## src/rtl/toggle_line_rx.sv

```systemverilog
// toggle_line_rx
// ---------------------------------------------------------------------------
// Receive-side decoder for the toggle-coded serial link. The far end drives
// the line from a T flip-flop: a data 1 toggles the line and a data 0 holds it.
// This block:
//   - recovers the bit stream from line transitions (NRZI decode),
//   - drops the zero stuffed after five consecutive ones,
//   - finds 0x7E flags and 7-ones aborts,
//   - assembles LSB-first bytes and frames them.
//
// Ports
//   clk          rising-edge clock
//   rst          asynchronous, active-low reset
//   en           bit strobe; the line is sampled only when en=1
//   line         toggle-coded line level
//   byte_out     last assembled byte; holds between updates
//   byte_valid   one-cycle pulse; byte_out is new
//   frame_start  one-cycle pulse with the first byte_valid of a frame
//   frame_end    one-cycle pulse on a correctly aligned closing flag
//   err          one-cycle pulse on abort, misaligned flag or overlength
//   busy         high while a frame is open (DATA state)
//   state_dbg    current FSM state (0=HUNT, 1=SYNC, 2=DATA)
//
// Handshake: byte_valid is a one-cycle, push-only strobe. There is no
// back-pressure; the consumer must take byte_out in the cycle byte_valid is
// high. Bytes already delivered are never retracted; an err pulse tells the
// consumer to discard the frame in progress.
// ---------------------------------------------------------------------------
module toggle_line_rx #(
    parameter int MAX_LEN = 16
) (
    input  logic       clk,
    input  logic       rst,
    input  logic       en,
    input  logic       line,
    output logic [7:0] byte_out,
    output logic       byte_valid,
    output logic       frame_start,
    output logic       frame_end,
    output logic       err,
    output logic       busy,
    output logic [1:0] state_dbg
);

    typedef enum logic [1:0] {
        HUNT = 2'd0,
        SYNC = 2'd1,
        DATA = 2'd2
    } state_t;

    localparam logic [7:0] MAX_LEN_L = 8'(MAX_LEN);

    state_t     state_q, state_d;
    logic       prev_q, prev_d;
    logic [2:0] ones_q, ones_d;
    logic [2:0] bit_cnt_q, bit_cnt_d;
    logic [7:0] len_q, len_d;
    logic [7:0] shift_q, shift_d;

    logic [7:0] byte_out_d;
    logic       byte_valid_d;
    logic       frame_start_d;
    logic       frame_end_d;
    logic       err_d;
    logic       busy_d;

    // Per-bit classification of the decoded bit.
    logic       dbit;
    logic       is_abort;
    logic       is_flag;
    logic       is_stuff;

    always_ff @(posedge clk or negedge rst) begin
        if (!rst) begin
            state_q     <= HUNT;
            prev_q      <= 1'b0;
            ones_q      <= 3'd0;
            bit_cnt_q   <= 3'd0;
            len_q       <= 8'd0;
            shift_q     <= 8'd0;
            byte_out    <= 8'h00;
            byte_valid  <= 1'b0;
            frame_start <= 1'b0;
            frame_end   <= 1'b0;
            err         <= 1'b0;
            busy        <= 1'b0;
        end else begin
            state_q     <= state_d;
            prev_q      <= prev_d;
            ones_q      <= ones_d;
            bit_cnt_q   <= bit_cnt_d;
            len_q       <= len_d;
            shift_q     <= shift_d;
            byte_out    <= byte_out_d;
            byte_valid  <= byte_valid_d;
            frame_start <= frame_start_d;
            frame_end   <= frame_end_d;
            err         <= err_d;
            busy        <= busy_d;
        end
    end

    always_comb begin
        state_d       = state_q;
        prev_d        = prev_q;
        ones_d        = ones_q;
        bit_cnt_d     = bit_cnt_q;
        len_d         = len_q;
        shift_d       = shift_q;
        byte_out_d    = byte_out;
        byte_valid_d  = 1'b0;
        frame_start_d = 1'b0;
        frame_end_d   = 1'b0;
        err_d         = 1'b0;
        dbit          = 1'b0;
        is_abort      = 1'b0;
        is_flag       = 1'b0;
        is_stuff      = 1'b0;

        if (en) begin
            dbit   = line ^ prev_q;
            prev_d = line;

            // The run length is judged before a 0 clears it.
            is_abort = dbit  && (ones_q == 3'd6);
            is_flag  = !dbit && (ones_q == 3'd6);
            is_stuff = !dbit && (ones_q == 3'd5);

            if (dbit)
                ones_d = (ones_q == 3'd7) ? 3'd7 : 3'(ones_q + 3'd1);
            else
                ones_d = 3'd0;

            // Flag and abort outrank a byte completing on the same bit.
            if (is_abort) begin
                if (state_q == DATA)
                    err_d = 1'b1;
                state_d   = HUNT;
                bit_cnt_d = 3'd0;
                len_d     = 8'd0;
            end else if (is_flag) begin
                if (state_q == DATA) begin
                    // Aligned closing flag: its leading 0 and six 1s took
                    // exactly bit positions 0..6 of a fresh byte.
                    if (bit_cnt_q == 3'd7)
                        frame_end_d = 1'b1;
                    else
                        err_d = 1'b1;
                end
                // Every flag (opening, repeated or closing) leaves us in SYNC
                // ready for the next frame.
                state_d   = SYNC;
                bit_cnt_d = 3'd0;
                len_d     = 8'd0;
            end else if (!is_stuff && (state_q != HUNT)) begin
                shift_d = {dbit, shift_q[7:1]};
                if (bit_cnt_q == 3'd7) begin
                    bit_cnt_d = 3'd0;
                    if (state_q == SYNC) begin
                        state_d       = DATA;
                        byte_out_d    = shift_d;
                        byte_valid_d  = 1'b1;
                        frame_start_d = 1'b1;
                        len_d         = 8'd1;
                    end else if (len_q == MAX_LEN_L) begin
                        // This byte would exceed the frame limit: drop it.
                        err_d     = 1'b1;
                        state_d   = HUNT;
                        len_d     = 8'd0;
                    end else begin
                        byte_out_d   = shift_d;
                        byte_valid_d = 1'b1;
                        len_d        = 8'(len_q + 8'd1);
                    end
                end else begin
                    bit_cnt_d = 3'(bit_cnt_q + 3'd1);
                end
            end
        end

        busy_d = (state_d == DATA);
    end

    assign state_dbg = state_q;

endmodule

```

## config.mk

```make
export PLATFORM = sky130hd
export DESIGN_NAME = toggle_line_rx
export DESIGN_NICKNAME = d
export VERILOG_FILES = /design/src/rtl/toggle_line_rx.sv
export SDC_FILE = /design/constraint.sdc
export NUM_CORES = 1
export LEC_CHECK = 0
export CAP_MARGIN = 20
export CORE_ASPECT_RATIO = 1.25
export CORE_UTILIZATION = 50
export CTS_CLUSTER_SIZE = 14
export DETAILED_ROUTE_END_ITERATION = 10
export PLACE_DENSITY = 0.72
export SYNTH_ARGS = -nofsm -noshare
export SYNTH_HDL_FRONTEND = slang
export SYNTH_SLANG_ARGS = --single-unit
export TNS_END_PERCENT = 1
```

## constraint.sdc

```tcl
create_clock -name clk -period 3.25 [get_ports clk]
set_clock_uncertainty 0.2 [all_clocks]
set_input_delay 0.65 -clock clk [delete_from_list [all_inputs] [get_ports clk]]
set_output_delay 0.65 -clock clk [all_outputs]
set_load 0.05 [all_outputs]
```

---- After elaboration in Yosys (flattened, before gate mapping) ----
Index checks and enable logic that the tools add are counted.
cells by class
  equal/unequal tests ..................... 9
  multiplexer cells ....................... 49
  reduce and logical (&&, ||, !) cells .... 13
  $add $sub $neg .......................... 3
  bitwise logic cells ..................... 3
operators with widths
  kind                                                             number
  8-bit two-way mux                                                8
  1-bit two-way mux                                                28
  3-bit two-way mux                                                6
  2-bit two-way mux                                                7
  3-bit == test, second input constant                             4
  8-bit by 1-bit adder with 8-bit output, second input constant    1
  8-bit by 5-bit == test with 1-bit output, second input constant  1
  3-bit by 1-bit adder with 3-bit output, second input constant    2
  6-bit AND reduction                                              1
  3-bit nonzero test                                               2
  2-bit == test, second input constant                             2
  1-bit logical AND                                                4
  4-bit AND reduction                                              1
  3-bit AND reduction                                              1
  2-bit by 1-bit == test with 1-bit output, second input constant  1
  1-bit zero test                                                  2
  2-bit != test, second input constant                             1
  1-bit inverter                                                   2
  2-bit AND reduction                                              1
  2-bit nonzero test                                               1
  1-bit bitwise XOR                                                1
storage, ports and cells
  output and inout bits ................... 15
  flip-flop bits (word level) ............. 38
  input bits .............................. 4
  logic and storage cells ................. 89

---- Depth between registers and ports, before layout ----
  word-level depth ........................ 10
  depth in mapped cells ................... 8
  mapped depth without buffers ............ 6

---- Worst setup path after synthesis ----
OpenSTA, ideal clock, no wires.
  kind .................................... in2reg
  start ................................... in en
  end ..................................... reg byte_out[0]
  arrival time ............................ 1.995 ns
  setup time .............................. 0.125 ns
  buffers on the path ..................... 1
  stages .................................. 5
  path slack .............................. 0.930 ns
  data required time ...................... 2.925 ns
  cell sequence ........................... buf_2 > o21ai_0 > a311oi_4 > o211ai_4 > mux2_2
on the way
  cells in the longest elaborated chain, start to end .. 1
RTL lines
  item                           line  RTL
  start, declared                34    input logic en,
  6-bit AND reduction (no line)  -
  end signal, assigned           94    byte_out <= byte_out_d;
  end, declared                  36    output logic [7:0] byte_out,
No other way between the ends.
A chain may end at the register's enable or synchronous reset.

---- Final worst setup path ----
  start ................................... in line
  end ..................................... reg byte_out[5]
on the way
  cells in the longest elaborated chain, start to end .. 6
  elaborated cells on any way between the ends .. 10
  classes of those cells .................. 3 x bitwise; 7 x reduce/logical
RTL lines
  item                             line      RTL
  start, declared                  35        input logic line,
  1-bit bitwise XOR *              121       dbit = line ^ prev_q;
  1-bit zero test                  126, 127
  1-bit logical AND                127       is_stuff = !dbit && (ones_q == 3'd5);
  1-bit zero test                  155       end else if (!is_stuff && (state_q != HUNT)) begin
  1-bit logical AND                155
  6-bit AND reduction (no line) *  -
Mark *: on every way between the ends. The rest lies on a longest branch, timed or not.

==> impl_metrics.tcl <==
set metrics [dict create \
    status "finished clean" \
    max-clock-path-buffers 2 \
    synth_xor_area_share_pct 1.395 \
    whs_endpoint "shift_q[2]" \
    crit_slowest_cell "a311oi_4" \
    period_share_pct 79.93 \
    viasPerCell 5.925 \
    wl_per_cell_um 14.98 \
    cts_setup_buffers 0 \
    die-area_um2 3834 \
    cp_max_fo 10 \
    crit_required_ns 3.23 \
    cts_tree "built" \
    worst-path-buf-inv 1 \
    yosys.area.top_type "dfrtp_1" \
    drive_above_1_share_pct 13.23 \
    finalCriticalPeriod_ns 2.598 \
    io_pins 19 \
    synthSimpleGateAreaFrac_pct 15.48 \
    grt_pass1_vias 1280 \
    min_from "shift_q[3]" \
    synth_compound_area_share_pct 17.22 \
    synthAdderAreaFrac_pct 4.881 \
    worst_hold_path_type "register to register" \
    drv_slew 0 \
    synth_seq_area_share_pct 51.60 \
    initial_utilization_pct 54.22 \
    drt_iter0_drc 35 \
    r2r_slack_ns 0.88 \
    synth_area_leaders "dfrtp_1, mux2_2, nand2_1" \
    insertion_delay_ns 0.29 \
    synth.most_common_cell "dfrtp_1" \
    drc_errors 0 \
    power.leakage_nw 0.9634 \
    postCtsResizedCells 0 \
    num_rows 23 \
    layout.nets 199 \
    dr.max_layer_used "met4" \
    hpwl_mm 2.447 \
    ys_warn_count 0 \
    syn2layout_area_growth_pct 16.39 \
    clock_sinks 37 \
    rsz0062_at_grt "no" \
    wl_met3_um 142 \
    grt_start_max_net_pins 38 \
    gr-total-overflow 0 \
    worst_pin_slew_ns 0.7240 \
    synth-main-ff-cell "dfrtp_1" \
    synth-async-reset-ratio_pct 100.0 \
    synth_top_cell_area_share_pct 51.60 \
    vdd_drop_max_mv 0.3243 \
    track_usage_pct 19.71 \
    ys_seq_elements 37 \
    coreArea_um2 3309 \
    globalplace.congestion 0.8266 \
    cts_root_buf "clkbuf_8" \
    synth_edf_count 0 \
    antenna_found_initial 0 \
    tns_ns 0 \
    timing.fmax_ghz 0.3850 \
    power_density_nw_per_um2 584.9 \
    reg2reg_depth 4 \
    grt_pass1_wl_mm 5.782 \
    critPathKind "input port to register" \
    drtPass1Iterations 4 \
    crit_chain "clkdlybuf4s50_1, xnor2_2, a311oi_4, o211ai_4, mux2_2" \
    ys_types 39 \
    setup_viol 0 \
    cts.clk_slew.worst_paths_ns 0.07 \
    syn_nets 179 \
    ant_nets 0 \
    fin_util_pct 63.10 \
    r2r_end "byte_out[5]" \
    maxSlewHeadroom_pct 51.22 \
    r2r-start "len_q[5]" \
    start_kind "input port" \
    hold_violations 0 \
    avgSynthCellArea_um2 10.68 \
    cpPeakStageDelay_ns 0.59 \
    n_antenna_cell 0 \
    wl_met2_mm 1.652 \
    min_path_cells 2 \
    maxCapViolations 0 \
    syn_area_um2 1794 \
    portBuffers 18 \
    wl_met1_mm 1.535 \
    syn_inst 168 \
    synth_commonest_cells "dfrtp_1, nand2_1, mux2_2, a21oi_1" \
    die_height_um 68.98 \
    cts_made_buffers 5 \
    cts-htree-levels 2 \
    fp.dieW_um 55.58 \
    critPathTopFamily "compound AO/OA/AOI/OAI gates" \
    synth_top_family_by_area "compound AO/OA/AOI/OAI gates" \
    critPathArrivalTime_ns 2.57 \
    cp-end-kind "register" \
    postCtsHoldBufs 0 \
    routed_wirelength_mm 3.386 \
    num_vias 1339 \
    muxShareOfSynthArea_pct 6.276 \
]
## layout by cell type (no fill, tap or decap), drive strengths merged
cell type,instances
a22o,2
o32ai,1
a311o,2
mux2,10
nand3,4
clkbuf,6
nor2b,1
and3,2
and2,3
nor4b,1
ha,7
nand4b,1
nand2,28
a31oi,3
nand2b,2
o22a,1
nor4,2
o22ai,2
a311oi,3
clkdlybuf4s50,18
a32oi,2
clkinv,2
nand4,3
a21oi,9
or2,1
dfrtp,37
inv,7
o21ai,7
o211ai,3
nor2,7
nor3,3
o2111ai,1
xnor2,1
buf,2
o31ai,3
xor2,1
o21bai,1
## worst max-delay path by stage
stage,cells after the start,to,start
2_1_floorplan,5,byte_out[0],en
3_3_place_gp,5,byte_out[4],line
3_5_place_dp,5,byte_out[1],line
4_1_cts,5,byte_out[1],line
5_1_grt,5,len_q[5],line
6_report,5,byte_out[5],line
## worst min-delay path, stage by stage, from the launching register on
cell	delay (ns)
dfrtp_1	0.37
nand2_1	0.06
nand2_1	0.05
## sequential cells by signal, summed over array words and instances (netlist names), 2 cells and up
| signal | count |
|---|---|
| byte_out | 8 |
| len_q | 8 |
| shift_q | 7 |
| bit_cnt_q | 3 |
| ones_q | 3 |
| state_dbg | 2 |
## logic make-up (layout without fill, tap and decap cells)
logic type,after synthesis,count (layout)
mux,10,10
fa+ha+maj,7,7
xor+xnor,2,2
flops,37,37
compound gates,40,40
simple gates,58,58
buf+inv,14,35
## stage by stage
| step | area, µm² | worst slack (ns) | total power [mW] | hold slack, ns | cells |
|---|---|---|---|---|---|
| final | 2088 | 0.6524 | 1.221 | 0.2988 | 226 |
| after global routing | 2088 | 0.5201 | 1.301 | 0.3333 | 226 |
| after CTS | 2088 | 0.6505 | 1.231 | 0.3056 | 226 |
| after detailed placement | 2006 | 0.3480 | 0.9267 | 0.2878 | 218 |
| after global placement | 2006 | 0.4227 | 0.9115 | 0.2636 | 218 |
| after floorplan | 1794 | 0.9303 | 0.8405 | 0.1544 | 168 |
## power by group
| group | switching, mW | internal (mW) |
|---|---|---|
| registers | 0.0636 | 0.533 |
| clock network | 0.154 | 0.148 |
| logic | 0.200 | 0.122 |
| total | 0.417 | 0.804 |
## layer usage
metal  vias up  GRT usage (%)
li1        646              -
met1       655          23.83
met2        32          34.79
met3         6          4.478
met4         0          7.500
met5         -              0
## layout make-up
cell class | instances | area (µm²)
Clock buffer | 6 | 72.57
Multi-Input combinational cell | 117 | 812.0
Inverter | 7 | 26.28
Fill cell | 272 | 1221
Timing Repair Buffer | 20 | 195.2
Sequential cell | 37 | 925.9
Tap cell | 37 | 46.29
Clock inverter | 2 | 10.01
Power figures use the tool's default switching activity.
